`src/rtl/uart_pkg.sv`:
```
// Shared types and constants for the buffered UART transmit channel.
package uart_pkg;

  localparam int DATA_BITS   = 8;
  localparam int PARITY_NONE = 0;
  localparam int PARITY_EVEN = 1;
  localparam int PARITY_ODD  = 2;

  typedef enum logic [2:0] {
    ST_IDLE   = 3'd0,
    ST_START  = 3'd1,
    ST_DATA   = 3'd2,
    ST_PARITY = 3'd3,
    ST_STOP   = 3'd4
  } tx_state_t;

  // Parity bit sent after the data bits; even makes the total count of ones even.
  function automatic logic parity_bit(input logic [DATA_BITS-1:0] data, input int mode);
    logic w_xor;
    w_xor = ^data;
    case (mode)
      PARITY_ODD:  return ~w_xor;
      PARITY_EVEN: return w_xor;
      default:     return w_xor;
    endcase
  endfunction

endpackage

```
`src/rtl/tx_byte_fifo.sv`:
```
// Byte FIFO with wrap-bit pointers, synchronous flush and a combinational head read.
module tx_byte_fifo #(
  parameter int DEPTH_LOG2 = 3,
  parameter int WIDTH      = 8
) (
  input  logic                  clk,
  input  logic                  i_reset_n,
  input  logic                  i_push,
  input  logic [WIDTH-1:0]      i_data,
  input  logic                  i_pop,
  input  logic                  i_flush,
  output logic [WIDTH-1:0]      o_head,
  output logic [DEPTH_LOG2:0]   o_count,
  output logic                  o_full,
  output logic                  o_empty
);

  localparam int DEPTH = 2 ** DEPTH_LOG2;
  localparam logic [DEPTH_LOG2:0] PTR_ZERO = {(DEPTH_LOG2+1){1'b0}};
  localparam logic [DEPTH_LOG2:0] PTR_ONE  = {{DEPTH_LOG2{1'b0}}, 1'b1};

  logic [DEPTH_LOG2:0] r_wr_ptr;
  logic [DEPTH_LOG2:0] r_rd_ptr;
  logic [WIDTH-1:0]    r_mem [DEPTH];
  logic                w_push;
  logic                w_pop;

  // Full/empty come from registered pointers only, so a same-cycle pop never opens a push slot.
  assign o_empty = (r_wr_ptr == r_rd_ptr);
  assign o_full  = (r_wr_ptr[DEPTH_LOG2] != r_rd_ptr[DEPTH_LOG2]) &&
                   (r_wr_ptr[DEPTH_LOG2-1:0] == r_rd_ptr[DEPTH_LOG2-1:0]);
  assign o_count = r_wr_ptr - r_rd_ptr;
  assign o_head  = r_mem[r_rd_ptr[DEPTH_LOG2-1:0]];
  assign w_push  = i_push && !o_full && !i_flush;
  assign w_pop   = i_pop && !o_empty;

  // Pointer update; flush wins over a coincident push.
  always_ff @(posedge clk or negedge i_reset_n) begin
    if (!i_reset_n) begin
      r_wr_ptr <= PTR_ZERO;
      r_rd_ptr <= PTR_ZERO;
    end else if (i_flush) begin
      r_wr_ptr <= PTR_ZERO;
      r_rd_ptr <= PTR_ZERO;
    end else begin
      if (w_push) r_wr_ptr <= r_wr_ptr + PTR_ONE;
      if (w_pop)  r_rd_ptr <= r_rd_ptr + PTR_ONE;
    end
  end

  // Storage write.
  always_ff @(posedge clk or negedge i_reset_n) begin
    if (!i_reset_n) begin
      for (int i = 0; i < DEPTH; i++) r_mem[i] <= {WIDTH{1'b0}};
    end else if (w_push) begin
      r_mem[r_wr_ptr[DEPTH_LOG2-1:0]] <= i_data;
    end
  end

endmodule

```
`src/rtl/uart_tx_queue.sv`:
```
// Buffered UART transmitter: queues host bytes and sends them back-to-back,
// LSB first, with optional parity and one stop bit.
module uart_tx_queue
  import uart_pkg::*;
#(
  parameter int TIMER_BITS      = 32,
  parameter int CLOCKS_PER_BAUD = 868,
  parameter int DEPTH_LOG2      = 3,
  parameter int PARITY          = 0
) (
  input  logic                  clk,
  input  logic                  i_reset_n,
  input  logic                  i_valid,
  input  logic [7:0]            i_data,
  output logic                  o_ready,
  input  logic                  i_flush,
  output logic                  o_tx,
  output logic                  o_busy,
  output logic                  o_empty,
  output logic                  o_full,
  output logic [DEPTH_LOG2:0]   o_count
);

  localparam logic [TIMER_BITS-1:0] BAUD_RELOAD = TIMER_BITS'(CLOCKS_PER_BAUD - 1);
  localparam logic [TIMER_BITS-1:0] TIMER_ZERO  = {TIMER_BITS{1'b0}};
  localparam logic [TIMER_BITS-1:0] TIMER_ONE   = {{(TIMER_BITS-1){1'b0}}, 1'b1};

  tx_state_t              r_state;
  logic [TIMER_BITS-1:0]  r_timer;
  logic [2:0]             r_bit_idx;
  logic [DATA_BITS-1:0]   r_shift;
  logic                   r_par;
  logic                   r_tx;
  logic                   r_busy;
  logic [DATA_BITS-1:0]   w_head;
  logic                   w_empty;
  logic                   w_full;
  logic                   w_pop;
  logic                   w_timer_zero;

  tx_byte_fifo #(
    .DEPTH_LOG2 (DEPTH_LOG2),
    .WIDTH      (DATA_BITS)
  ) u_fifo (
    .clk       (clk),
    .i_reset_n (i_reset_n),
    .i_push    (i_valid),
    .i_data    (i_data),
    .i_pop     (w_pop),
    .i_flush   (i_flush),
    .o_head    (w_head),
    .o_count   (o_count),
    .o_full    (w_full),
    .o_empty   (w_empty)
  );

  assign o_ready      = !w_full;
  assign o_full       = w_full;
  assign o_empty      = w_empty;
  assign o_tx         = r_tx;
  assign o_busy       = r_busy;
  assign w_timer_zero = (r_timer == TIMER_ZERO);

  // A byte leaves the queue when idle, or at the last stop cycle to keep frames contiguous.
  always_comb begin
    w_pop = 1'b0;
    case (r_state)
      ST_IDLE: w_pop = !w_empty;
      ST_STOP: w_pop = w_timer_zero && !w_empty;
      default: w_pop = 1'b0;
    endcase
  end

  // Serializer FSM with baud timer; o_tx and o_busy are registered here.
  always_ff @(posedge clk or negedge i_reset_n) begin
    if (!i_reset_n) begin
      r_state   <= ST_IDLE;
      r_timer   <= TIMER_ZERO;
      r_bit_idx <= 3'd0;
      r_shift   <= {DATA_BITS{1'b0}};
      r_par     <= 1'b0;
      r_tx      <= 1'b1;
      r_busy    <= 1'b0;
    end else if (w_pop) begin
      r_state   <= ST_START;
      r_timer   <= BAUD_RELOAD;
      r_bit_idx <= 3'd0;
      r_shift   <= w_head;
      r_par     <= parity_bit(w_head, PARITY);
      r_tx      <= 1'b0;
      r_busy    <= 1'b1;
    end else begin
      case (r_state)
        ST_IDLE: begin
          r_tx   <= 1'b1;
          r_busy <= 1'b0;
        end
        ST_START: begin
          if (w_timer_zero) begin
            r_state   <= ST_DATA;
            r_timer   <= BAUD_RELOAD;
            r_bit_idx <= 3'd0;
            r_tx      <= r_shift[0];
          end else begin
            r_timer <= r_timer - TIMER_ONE;
          end
        end
        ST_DATA: begin
          if (w_timer_zero) begin
            r_timer <= BAUD_RELOAD;
            if (r_bit_idx == 3'd7) begin
              if (PARITY != PARITY_NONE) begin
                r_state <= ST_PARITY;
                r_tx    <= r_par;
              end else begin
                r_state <= ST_STOP;
                r_tx    <= 1'b1;
              end
            end else begin
              r_bit_idx <= r_bit_idx + 3'd1;
              r_shift   <= {1'b0, r_shift[DATA_BITS-1:1]};
              r_tx      <= r_shift[1];
            end
          end else begin
            r_timer <= r_timer - TIMER_ONE;
          end
        end
        ST_PARITY: begin
          if (w_timer_zero) begin
            r_state <= ST_STOP;
            r_timer <= BAUD_RELOAD;
            r_tx    <= 1'b1;
          end else begin
            r_timer <= r_timer - TIMER_ONE;
          end
        end
        ST_STOP: begin
          if (w_timer_zero) begin
            r_state <= ST_IDLE;
            r_tx    <= 1'b1;
            r_busy  <= 1'b0;
          end else begin
            r_timer <= r_timer - TIMER_ONE;
          end
        end
        default: begin
          r_state <= ST_IDLE;
          r_timer <= TIMER_ZERO;
          r_tx    <= 1'b1;
          r_busy  <= 1'b0;
        end
      endcase
    end
  end

endmodule

```
`config.mk`:
```
export PLATFORM = sky130hd
export DESIGN_NAME = uart_tx_queue
export DESIGN_NICKNAME = d
export VERILOG_FILES = /design/src/rtl/uart_pkg.sv /design/src/rtl/tx_byte_fifo.sv /design/src/rtl/uart_tx_queue.sv
export SDC_FILE = /design/constraint.sdc
export NUM_CORES = 1
export LEC_CHECK = 0
export CAP_MARGIN = 20
export CORE_ASPECT_RATIO = 1.5
export CORE_MARGIN = 5
export CORE_UTILIZATION = 55
export CTS_BUF_LIST = sky130_fd_sc_hd__clkbuf_8
export CTS_CLUSTER_DIAMETER = 30
export DETAILED_ROUTE_END_ITERATION = 10
export PLACE_DENSITY = 0.84
export SYNTH_ARGS = -nofsm -noshare
export SYNTH_HDL_FRONTEND = slang
export SYNTH_SLANG_ARGS = --single-unit
```
`constraint.sdc`:
```
create_clock -name clk -period 3.5 [get_ports clk]
set_input_delay 0.35 -clock clk [delete_from_list [all_inputs] [get_ports clk]]
set_output_delay 0.35 -clock clk [all_outputs]
set_load 0.01 [all_outputs]
```
After elaboration in Yosys (flattened, before gate mapping). Index checks and enable logic that the tools add are counted.

Memory bits (writable): 0. Memories kept: 0. Output and inout bits: 9. ROM bits: 0. Bits in latches: 0. Register bits: 120.

Equality and inequality tests: 19. Mux-type cells: 39. $add $sub $neg: 5. Reductions and logical operators: 24. Shifts and indexed selects: 0. Multiply operators: 0. Divide/modulo/power cells: 0. Bitwise logic cells: 2. Magnitude comparators: 3.

Operators with widths (number): $mux 32 (3); $pmux 32 s3 (1); $bwmux 64 (1); $mux 8 (7); $logic_not 32->1 (1); $sub 32x1->32 const B (1); $mux 3 (9); $bmux 8 s3 (1); $demux 8 s3 (1); $ne 3x2->1 const B (7); $mux 4 (4); $pmux 3 s5 (1); $add 4x1->4 const B (2); $ge 4x4->1 const B (2); $not 3->4 (2); $reduce_bool 2->1 (4); $mux 1 (7); $eq 3x2->1 const B (2); $eq 3x3->1 const B (2); $logic_and 1x1->1 (6); $ne 2x1->1 const B (3); $pmux 3 s2 (1); $reduce_and 3->1 (2); $reduce_and 6->1 (1); other kinds (17) (21).

Logic depth before layout (Yosys ltp).
Word-level depth: 7. Mapped depth: 12. Depth with buffers taken out: 8.

Hierarchy. Synthesis repeated with hierarchy kept, for this count alone.

Cell total of the unflattened synthesis: 565. Area total of the unflattened synthesis: 6512.5 µm².

Modules (own cells, without submodules): tx_byte_fifo (sequential area each 1801.7 µm², cells an instance 250, area an instance 3530.9 µm², instances 1); uart_tx_queue (sequential area each 1202.4 µm², cells an instance 315, area an instance 2981.6 µm², instances 1).

Least setup slack after synthesis. Ideal clock, no wire load.

Path kind: reg-to-reg. Start point: register u_fifo.r_rd_ptr[1]. End point: register u_fifo.r_mem[16] (netlist name). Buffers on the path: 3. Path slack: 0.185 ns. Data required time: 3.375 ns. Period minus slack after synthesis: 3.315 ns. Cell stages (with the launch flop): 12. Data arrival time: 3.190 ns. Cells stage by stage: dfrtp_1 -> clkbuf_1 -> clkbuf_1 -> inv_1 -> ha_1 -> nand3_1 -> nand2b_1 -> nand2_1 -> or3_1 -> clkbuf_1 -> nor3b_2 -> mux2_2.

Word-level cells in the longest chain between the ends: 5.

RTL lines: start: declaration (line tx_byte_fifo.sv:23) `logic [DEPTH_LOG2:0] r_rd_ptr;`; start signal: assignment (line tx_byte_fifo.sv:47) `if (w_pop) r_rd_ptr <= r_rd_ptr + PTR_ONE;`; $eq 3x3->1 (line tx_byte_fifo.sv:31) `(r_wr_ptr[DEPTH_LOG2-1:0] == r_rd_ptr[DEPTH_LOG2-1:0]);`; $logic_and 1x1->1 (line tx_byte_fifo.sv:30) `assign o_full = (r_wr_ptr[DEPTH_LOG2] != r_rd_ptr[DEPTH_LOG2]) &&`; $logic_not 1->1; named net o_ready (line uart_tx_queue.sv:15) `output logic o_ready,`; $logic_and 1x1->1 (2 in a row) (line tx_byte_fifo.sv:34) `assign w_push = i_push && !o_full && !i_flush;`; end signal: indexed assignment (line tx_byte_fifo.sv:56) `r_mem[r_wr_ptr[DEPTH_LOG2-1:0]] <= i_data;`; end: declaration (line tx_byte_fifo.sv:24) `logic [WIDTH-1:0] r_mem [DEPTH];`.

The timed path passes the listed nets, and every way through them passes these cells. A chain may end at the register's enable or synchronous reset.

Final worst setup path.
Start point: register r_timer[12]. End point: register r_shift[5].

Word-level cells in the longest chain between the ends: 5.

RTL lines: start: declaration (line uart_tx_queue.sv:29) `logic [TIMER_BITS-1:0] r_timer;`; start signal: assignment (line uart_tx_queue.sv:105) `r_timer <= r_timer - TIMER_ONE;`; start signal: assignment (line uart_tx_queue.sv:125) `r_timer <= r_timer - TIMER_ONE;`; start signal: assignment (line uart_tx_queue.sv:134) `r_timer <= r_timer - TIMER_ONE;`; $logic_not 32->1 (*) (line uart_tx_queue.sv:62) `assign w_timer_zero = (r_timer == TIMER_ZERO);`; $logic_and 1x1->1 (line uart_tx_queue.sv:69) `ST_STOP: w_pop = w_timer_zero && !w_empty;`; $pmux 1 s2 (line uart_tx_queue.sv:67) `case (r_state)`; $ne 2x1->1 (no line) or $reduce_bool 2->1 (tied branches); $reduce_and 3->1 (no line); end signal: assignment (line uart_tx_queue.sv:80) `r_shift <= {DATA_BITS{1'b0}};`; end signal: assignment (line uart_tx_queue.sv:88) `r_shift <= w_head;`; end signal: assignment (line uart_tx_queue.sv:121) `r_shift <= {1'b0, r_shift[DATA_BITS-1:1]};`; end: declaration (line uart_tx_queue.sv:31) `logic [DATA_BITS-1:0] r_shift;`.

Every way passes the cells marked *; elsewhere a longest branch is shown, timed or not.

==> impl_metrics.csv <==
group,metric,value,unit
pwr,pwr-share-clk,33.5,%
pwr,p_leak,0.00307,uW
pwr,worst_ir_drop_vdd,0.458,mV
yosys,ys_ff_latch,120,
drt,antenna_left,0,
yosys,ys_warn_count,0,
flow_run,max_cap_violations,0,
cells_and_area,multi_input_area,0.00297,mm^2
floorplanning,rows,47,
global_routing,grt_max_degree,85,
clock_network,post-cts-setup-buffer-count,0,
yosys,synth_edf_count,0,
timing,setup_violations,0,
pwr,power.density,520,mW/mm^2
pwr,total_power,3610,uW
yosys,synth_ff_type,"dfrtp_1",
worst_setup_path,cp-start-kind,"flop",
worst_setup_path,crit_path_max_fanout,22,
drt,drcViolationCount,0,
worst_setup_path,slowest_stage,"or4_4",
drt,wire_per_inst,18.1,um
clock_network,cts.htree.levels,4,
drt,dr.pass1.iters,5,
worst_setup_path,r2r-start,"r_timer[12]",
yosys,avgSynthCellArea,11.7,um^2
clock_network,cts_tree,"built",
drt,drt-total-wl,13000,um
worst_setup_path,cpPeakStageDelay,720,ps
floorplanning,core,0.0110,mm^2
worst_setup_path,rr_endpoint,"r_shift[5]",
floorplanning,ioPinCount,21,
global_routing,grt_usage,21.1,%
cells_and_area,areaGrowthSynthToFinish,13.4,%
clock_network,clock_latency,440,ps
yosys,async_flop_share,100,%
cells_and_area,seq_area,0.00300,mm^2
yosys,syn_nets,546,
timing,relSlewSlack,50.3,%
global_routing,grt_pass1_vias,4549,
global_routing,grt_pass1_wl,22000,um
worst_setup_path,cp.required,3790,ps
timing,min_period,3040,ps
pwr,netSwitchingFraction,30.1,%
timing,worst_slew_pin_slew,740,ps
worst_setup_path,critical_path_class,"flop to flop",
clock_network,cts_max_path_buffers,2,
yosys,ys_types,52,
cells_and_area,fillers,844,
yosys,syn_inst,524,
worst_setup_path,path_cells,"nor3_2 > nand3b_2 > or4_4 > nor4_4 > mux2i_1 > a21oi_1",
drt,num_vias,4343,
clock_network,tritoncts.num_buffers,17,
timing,rsz0062_at_grt,"no",
timing,max_freq,0.329,GHz
pwr,combPwrFrac,17.5,%
cells_and_area,layout-drive-gt1-share,26.6,%
clock_network,cts_root_buf,"clkbuf_8",
hold_path,hold_path_class,"primary input to asynchronous set/reset pin",
cells_and_area,nets,580,
global_routing,antenna_found_initial,0,
cells_and_area,utilization,63.1,%
pwr,power.switching,1090,uW
timing,holdWs,285,ps
place,port_buffers,20,
clock_network,cts.sinks,120,
clock_network,clkTransAtPathRegs,80,ps
cells_and_area,n_antenna_cell,0,
timing,setup_tns,0,ps
global_routing,gr-total-overflow,0,
drt,viasPerCell,6.05,
timing,hold_viol_final,0,
floorplanning,die_area,0.0134,mm^2
worst_setup_path,arrival,3320,ps
pwr,pwr-share-seq,49.1,%
floorplanning,die_y,139,um
timing,min_period_over_period,86.7,%
yosys,syn_area,0.00612,mm^2
place,gp_congestion,0.919,
pwr,internal_power,2530,uW
yosys,ys_seq_area_share,49.1,%
timing,clock_skew,6.89,ps
place,hpwl,9180,um
worst_setup_path,endpoint_kind,"flop",
timing,drv_slew,0,
status,outcome,"finished clean",
worst_setup_path,r2r_slack,460,ps
floorplanning,start_util,55.6,%
floorplanning,die_w,96.1,um
worst_setup_path,ff2ff_path_depth,6,
drt,drt-initial-drc-count,172,
cells in the mapped netlist, types with 6 or more instances:
cell | n | area share, %
xor2_1 | 22 | 3.1
mux2_2 | 65 | 12
mux4_2 | 16 | 5.9
dfrtp_1 | 119 | 49
o21ai_0 | 11 | 0.90
nand2_1 | 26 | 1.6
a211oi_1 | 8 | 0.98
buf_2 | 7 | 0.57
and2_1 | 9 | 0.92
nand3b_1 | 7 | 0.86
a21oi_1 | 28 | 2.3
nor4_1 | 7 | 0.72
nand3_1 | 15 | 1.2
nor3_1 | 14 | 1.1
nor2_1 | 45 | 2.8
inv_1 | 11 | 0.67
mux2i_1 | 8 | 1.3
or3_1 | 12 | 1.2
xnor2_1 | 10 | 1.4
o21ai_1 | 6 | 0.49
clkbuf_1 | 13 | 0.80
ha_1 | 9 | 1.8
metrics by stage:
step                instance area, um^2  worst slack (ps)  cells
floorplan                          6120               185    524
global placement                   6510               635    684
detailed placement                 6510               523    684
CTS                                6900               477    716
global route                       6940               296    718
finish                             6940               465    718
kinds of logic after synthesis:
group / count (synthesis) / synth area share, %
AOI/OAI and AO/OA: 74 / 7.40
xor gates and xnor gates: 32 / 4.58
adders and majority gates: 10 / 2.17
buffers and inverters: 34 / 2.35
DFF: 120 / 49.1
muxes: 89 / 19.2
and+or+nand+nor: 165 / 15.2
flip-flops by register name, indices dropped and copies added, names as in the netlist:
| name | count |
|---|---|
| o_busy | 1 |
| o_tx | 1 |
| r_bit_idx | 3 |
| r_shift | 8 |
| r_state | 3 |
| r_timer | 32 |
| u_fifo.r_mem | 64 |
| u_fifo.r_rd_ptr | 4 |
| u_fifo.r_wr_ptr | 4 |
power groups by stage:
stage | Clock [uW] | Sequential (uW) | Combinational, uW
floorplan | 0 | 1740 | 448
global placement | 0 | 1770 | 591
detailed placement | 0 | 1800 | 621
CTS | 1240 | 1770 | 628
global route | 1300 | 1800 | 698
finish | 1210 | 1770 | 630
timing repair:
item / in CTS / in global routing
hold buffers: 0 / 1
endpoints found under the hold margin: 0 / 10
resized for setup: 0 / 0
area by class of cell:
class,instances,share of cell area [%]
clock buffers,18,3.57
clock inverters,14,2.04
inverters,12,0.649
multi-input cells,370,42.8
flip-flops and latches,120,43.3
well taps,147,2.65
repair buffers,37,5.01
per-layer routing:
metal | up-vias | share of wire, % | global-route usage [%]
met3 | 40 | 3.2 | 4.99
met2 | 103 | 55 | 36.1
met4 | 0 | 2.9 | 9.52
met5 | - | 0 | 0
met1 | 2212 | 38 | 24.4
li1 | 1988 | - | -
worst max-delay path by stage:
stage,to,cells after the start,from
3_3_place_gp,r_shift[3],6,r_timer[12]
3_5_place_dp,r_shift[1],6,r_timer[15]
5_1_grt,r_shift[5],6,r_timer[12]
2_1_floorplan,u_fifo.r_mem[16],11,u_fifo.r_rd_ptr[1]
4_1_cts,r_shift[5],6,r_timer[12]
6_report,r_shift[5],6,r_timer[12]
critical path: cells and delay by family (launching register included):
kind,cells,cell delay (ps)
AO/OA/AOI/OAI,1,100
flip-flops,1,440
multiplexers,1,290
AND/OR/NAND/NOR,4,2050
cells in the final DEF (no fill, tap or decap), drive strengths merged, types with 9 or more instances in the layout:
master / netlist / final
clkdlybuf4s50: 0 / 19
buf: 9 / 17
inv: 12 / 17
a21oi: 28 / 28
nand3: 15 / 15
xnor2: 10 / 10
mux2: 65 / 65
dfrtp: 119 / 119
clkbuf: 13 / 18
and2: 9 / 9
nor2: 45 / 45
or3: 12 / 12
nand2: 26 / 26
o21ai: 17 / 17
nor3: 17 / 17
xor2: 22 / 22
mux4: 16 / 16
nor4: 13 / 13
ha: 9 / 9
(Power assumes the default switching activity.)
